===== src/rtl/rf_multiport_sb.sv =====
// rf_multiport_sb: integer register file with NRD combinational read ports,
// two write ports (port 1 wins on an address collision), optional same-cycle
// write-to-read bypass and a one-bit-per-register pending scoreboard.
//
// Ports:
//   clk, reset            rising-edge clock, asynchronous active-high reset
//   rd_addr  [NRD*AW]     read addresses, port k at [k*AW +: AW]
//   rd_data  [NRD*DATA_W] read data, port k at [k*DATA_W +: DATA_W]
//   rd_pending [NRD]      register on port k still has an outstanding producer
//   wr_en [2], wr_addr [2*AW], wr_data [2*DATA_W]   writeback ports 0 and 1
//   sb_set, sb_addr       mark sb_addr pending at the next edge (issue)
//   sb_busy_any           OR of all scoreboard bits (drain indicator)

// One read port: address decode, bypass select and pending lookup.
module rf_rd_port #(
    parameter int DATA_W   = 32,
    parameter int NUM_REGS = 32,
    parameter int AW       = 5,
    parameter int BYPASS   = 1
) (
    input  logic                             reset,
    input  logic [AW-1:0]                    addr,
    input  logic [NUM_REGS-1:0][DATA_W-1:0]  regs,
    input  logic [NUM_REGS-1:0]              sb,
    input  logic [1:0]                       wr_en,
    input  logic [1:0][AW-1:0]               wr_addr,
    input  logic [1:0][DATA_W-1:0]           wr_data,
    output logic [DATA_W-1:0]                data,
    output logic                             pending
);
    logic [1:0] hit;

    always_comb begin
        hit = '0;
        // Forwarding is gated by reset so outputs read zero while held in reset.
        for (int p = 0; p < 2; p++)
            hit[p] = (BYPASS != 0) && !reset && wr_en[p] &&
                     (wr_addr[p] == addr) && (addr != '0);
        // r0 storage and its scoreboard bit are never written, so they read 0.
        data    = regs[addr];
        pending = sb[addr];
        // Forwarded data resolves the hazard, so pending is dropped with it.
        if (hit[1]) begin
            data    = wr_data[1];
            pending = 1'b0;
        end else if (hit[0]) begin
            data    = wr_data[0];
            pending = 1'b0;
        end
    end
endmodule

module rf_multiport_sb #(
    parameter int DATA_W   = 32,
    parameter int NUM_REGS = 32,
    parameter int AW       = 5,
    parameter int NRD      = 2,
    parameter int BYPASS   = 1
) (
    input  logic                  clk,
    input  logic                  reset,
    input  logic [NRD*AW-1:0]     rd_addr,
    output logic [NRD*DATA_W-1:0] rd_data,
    output logic [NRD-1:0]        rd_pending,
    input  logic [1:0]            wr_en,
    input  logic [2*AW-1:0]       wr_addr,
    input  logic [2*DATA_W-1:0]   wr_data,
    input  logic                  sb_set,
    input  logic [AW-1:0]         sb_addr,
    output logic                  sb_busy_any
);
    logic [NUM_REGS-1:0][DATA_W-1:0] regs;
    logic [NUM_REGS-1:0]             sb, sb_nxt;
    logic [1:0][AW-1:0]              wa;
    logic [1:0][DATA_W-1:0]          wd;
    logic [NRD-1:0][AW-1:0]          ra;
    logic [NRD-1:0][DATA_W-1:0]      rd;

    assign wa      = wr_addr;
    assign wd      = wr_data;
    assign ra      = rd_addr;
    assign rd_data = rd;

    // Clears first, then the set: a new producer issued in the same cycle
    // supersedes the one completing, so the bit ends up set.
    always_comb begin
        sb_nxt = sb;
        for (int p = 0; p < 2; p++)
            if (wr_en[p]) sb_nxt[wa[p]] = 1'b0;
        if (sb_set) sb_nxt[sb_addr] = 1'b1;
        sb_nxt[0] = 1'b0;
    end

    // Port 1 is written last so it overrides port 0 on the same address.
    always_ff @(posedge clk or posedge reset) begin
        if (reset) begin
            regs <= '0;
            sb   <= '0;
        end else begin
            for (int p = 0; p < 2; p++)
                if (wr_en[p] && wa[p] != '0) regs[wa[p]] <= wd[p];
            sb <= sb_nxt;
        end
    end

    assign sb_busy_any = |sb;

    for (genvar k = 0; k < NRD; k++) begin : g_rd
        rf_rd_port #(
            .DATA_W  (DATA_W),
            .NUM_REGS(NUM_REGS),
            .AW      (AW),
            .BYPASS  (BYPASS)
        ) u_port (
            .reset  (reset),
            .addr   (ra[k]),
            .regs   (regs),
            .sb     (sb),
            .wr_en  (wr_en),
            .wr_addr(wa),
            .wr_data(wd),
            .data   (rd[k]),
            .pending(rd_pending[k])
        );
    end
endmodule

===== config.mk =====
export PLATFORM = sky130hd
export DESIGN_NAME = rf_multiport_sb
export DESIGN_NICKNAME = d
export VERILOG_FILES = /design/src/rtl/rf_multiport_sb.sv
export SDC_FILE = /design/constraint.sdc
export NUM_CORES = 2
export LEC_CHECK = 0
export CAP_MARGIN = 5
export CORE_MARGIN = 3
export CORE_UTILIZATION = 25
export CTS_CLUSTER_SIZE = 14
export DETAILED_ROUTE_END_ITERATION = 7
export PLACE_DENSITY_LB_ADDON = 0.2
export SYNTH_ARGS = -nofsm -noshare
export SYNTH_HDL_FRONTEND = slang
export SYNTH_SLANG_ARGS = --single-unit

===== constraint.sdc =====
create_clock -name clk -period 41.9 [get_ports clk]
set_input_delay 8.38 -clock clk [delete_from_list [all_inputs] [get_ports clk]]
set_output_delay 8.38 -clock clk [all_outputs]
set_load 0.01 [all_outputs]

# Word-level counts from Yosys, hierarchy flattened
# Cells that the tools add are included.
# Widths: inputs -> output; s select.
# totals
regBits	1055
in_bits	94
out_inout_bits	67
wordCells	104
# classes
magnitude_cmp	8
eq_ne	4
muxes	33
bitwise_logic	5
reduce_logical	21
# op_table
operator	count
$bwmux 1024	2
$mux 1024	2
$mux 32	11
$bmux 32 s5	2
$demux 32 s5	2
$and 32x32->32	2
$not 32->32	2
$or 32x32->32	1
$reduce_or 31->1	1
$lt 5x6->1 const B	5
$eq 5x5->1	4
$reduce_bool 5->1	4
$demux 1 s5	3
$ge 5x1->1 const B	3
$logic_and 1x1->1	15
$bmux 1 s5	2
$mux 1	9
$logic_not 1->1	1

# Depth between registers and ports, before layout
# logic_depth
depth_word	11
mapped_depth	11
mapped_depth_nobuf	5

# Modules after synthesis
# From an unflattened synthesis, not the netlist that was laid out.
# unflattened
cells_unflattened	7893
area_unflattened_um2	71270.9
# by_module_without_submodules
module	instances	cells_per_inst	area_per_inst_um2
rf_multiport_sb	1	6279	52795.6
rf_rd_port	2	807	9237.6

# Least setup slack after synthesis
# No wires, ideal clock.
# synth_timing
kind	input to output
start	input port rd_addr[5]
end	output port rd_data[34]
arrival_time_ns	10.361
slack_ns	23.159
cell_stages	8
n_path_buf	3
cell_sequence	buf_4 -> buf_2 -> buf_2 -> mux4_2 -> mux4_2 -> nand2_1 -> nand4_1 -> o221a_2
# synth_between
elab_chain_cells	5
elab_cells_between_ends	11
# synth_rtl
item	line_no	source
start: declaration	62	input logic [NRD*AW-1:0] rd_addr,
branches (longest 4 deep; another with $bmux 32 s5)	n/a	
$mux 32 (*)	43	if (hit[1]) begin
end: declaration	63	output logic [NRD*DATA_W-1:0] rd_data,
# Mark *: on every way between the ends. The select of a mux whose other input is x is not followed.

# Final worst setup path
# layout_timing
start	input port rd_addr[2]
end	output port rd_data[0]
# Same word-level chain as after synthesis.

==> impl_metrics.toml <==
[route]
vias = 56712
drt_wl_total_um = 356000
drt-initial-drc-count = 7354
drc = 0
ant_nets = 0
routed-wl-met2_um = 162000
first_pass_iters = 6
routed-wl-met3_um = 31500
vias_per_cell = 5.85
wl_per_cell_um = 36.8
routed.top_layer = "met5"
met1_length_um = 139000

[final_layout]
fillCellCount = 27286
mostFrequentLayoutCell = "dfrtp_1"
layout-area-overhead-vs-synth_pct = 13.8
final_util = 0.287
final_cell_mix = "dfrtp_1 (1055), mux2i_1 (850), nand2_1 (592), a21oi_1 (560), nor2_1 (556)"
drive_gt1_frac = 0.188
layout.nets = 6165

[floorplan]
die_y_um = 522
dieArea_sq_um = 272000
start_util = 0.252
core_sq_um = 263000
rows = 188
io_pins = 161
die_w_um = 522

[logic_synthesis]
yosys-top-cells-area = "dfrtp_1 (40%), mux4_2 (17%), mux2i_1 (13%), a21oi_1 (4.2%), o21ai_0 (4.0%)"
synthesis.nets = 6513
syn-instance-count = 6419
yosysSeqAreaShare = 0.397
synth.largest_area_cell = "dfrtp_1"
yosysUniqueCellTypes = 56
synth-seq-cells = 1055
netlist_area_sq_um = 66500
ys.flop_type = "dfrtp_1"
avgSynthCellArea_sq_um = 10.4
synth_edf_count = 0
yosys.area.top_type_share = 0.397
synthArstFlopShare = 1.00
yosysWarnings = 0

[cts]
hold_buffers = 0
clk_pin_slew_worst_paths_ns = 0.06
cts_buffer_depth = 3
cts-root-buf = "clkbuf_16"
cts_tree = "done"
post_cts_resize_count = 0
clock_sinks = 1055
clock_latency_ns = 0.80
cts_setup_buffers = 0
cts-buffers-inserted = 130
cts_htree_levels = 4

[placed_design]
gp_congestion = 0.888
place_hpwl_um = 209000
port_buffers = 160

[pwr]
power_density_nw_per_um2 = 48.2
peakVddDrop_mv = 0.0355
cellLeakagePower_nw = 33.1

[sta]
slew_viol_final = 0
fin_skew_ns = 0
min_period_ns = 22.90
slew_headroom = 0.0640
final.period_utilization = 0.547
timing.setup.tns_ns = 0
finalSetupViolations = 0
final_hold_viol_count = 0
worst_pin_slew_ns = 1.40
rsz0062_at_grt = "false"
max_freq_ghz = 0.0437

[worst_setup_path]
path_cells = "buf_4 -> buf_4 -> buf_4 -> or3_2 -> nor3_2 -> nor4_4 -> buf_4 -> nand2_1 -> o221ai_1 -> clkdlybuf4s50_1"
cp_slowest_cell = "o221ai_1"
end_kind = "primary output"
worst_ep_arrival_time_ns = 14.52
cp_max_fo = 27
cp.required_ns = 33.52
crit_path_frequent_cell = "buf_4"
crit_type = "in2out"
max_stage_delay_ns = 1.10
critPathLaunchType = "input pin"

[global_routing]
grt_pass1_wl_um = 485000
grt_pass1_vias = 54517
antenna_found_initial = 31
grt_max_degree = 155
overflow = 0
grt_use_total = 0.255

[status]
status = "complete, no violations"

[flow_run]
drv_cap = 0

[min_path]
hold_path_class = "reg2reg"
## flip-flops by register name, indices dropped and copies added, names as in the netlist
name and flops:
sb 31, regs 1024
## metrics by stage
step	worst slack, ns	total power [mW]	std cells	hold WS, ns	instance area (sq um)
detailed placement	19.05	2.46	9454	0.383	71300
global placement	18.98	2.44	9453	0.377	71300
finish	19.00	3.64	9691	0.393	75700
global route	18.82	3.80	9685	0.407	75700
CTS	19.05	3.65	9681	0.396	75700
floorplan	3.82	2.12	6419	0.441	66500
## cell usage after synthesis (all sizes together) (8+ instances only)
cell	n
and2	15
nand2b	14
nand4	28
a221o	10
mux4	496
o22ai	10
nand2	634
nor4	11
a21oi	562
dfrtp	1055
nor2	594
clkbuf	627
buf	233
a32o	28
mux2	93
nand3	27
nor2b	8
a22oi	230
o221a	25
o211ai	23
a32oi	117
o221ai	61
xor2	11
inv	29
a22o	13
o21ai	544
mux2i	850
## critical path: cells and delay by family
kind                   cells  cell delay [ns]
AO/OA/AOI/OAI              1             1.10
AND/OR/NAND/NOR            4             2.31
buffers and inverters      5             2.62
## where the power goes
part | leakage [nW] | total [mW] | internal [mW] | switching, mW
logic | 18.0 | 0.966 | 0.501 | 0.464
clock network | 2.12 | 1.18 | 0.680 | 0.501
registers | 13.0 | 1.50 | 1.28 | 0.221
total | 33.1 | 3.64 | 2.46 | 1.19
## per-layer routing
metal	vias to the layer above	GRT usage
met1	29355	0.325
li1	23021	-
met4	20	0.148
met5	-	0
met3	915	0.0535
met2	3401	0.400
## worst paths after layout
kind                                           from                   to  slack [ns]  cells after the start
worst max-delay path                     rd_addr[2]           rd_data[0]       19.00                     10
worst min-delay path             regs[28]$_DFF_PP0_   regs[28]$_DFF_PP0_        0.39                      0
worst max register to register  regs[683]$_DFF_PP0_  regs[683]$_DFF_PP0_       40.99                      2
worst min register to register   regs[28]$_DFF_PP0_   regs[28]$_DFF_PP0_        0.39                      0
max in group asynchronous                     reset  regs[733]$_DFF_PP0_       29.23                      6
min in group asynchronous                     reset  regs[903]$_DFF_PP0_        8.44                      2
## area by class of cell
| class | count | area, sq um | area share |
|---|---|---|---|
| sequential | 1055 | 26400 | 0.349 |
| clock inverter | 35 | 400 | 0.00529 |
| timing repair buffer | 380 | 3360 | 0.0443 |
| clock buffer | 192 | 3920 | 0.0518 |
| multi-input combinational | 4473 | 37100 | 0.490 |
| inverter | 31 | 124 | 0.00164 |
| tap | 3515 | 4400 | 0.0581 |
| antenna | 10 | 25.0 | 0.000331 |
## cells by family after synthesis
group                  count (synthesis)  share of synthesized area
AO/OA/AOI/OAI                       1639                      0.150
XOR/XNOR                              17                    0.00224
buffers and inverters                891                     0.0552
flip-flops                          1055                      0.397
multiplexers                        1439                      0.312
AND/OR/NAND/NOR                     1378                     0.0842
Note: power is estimated with default switching activity, not from simulation.
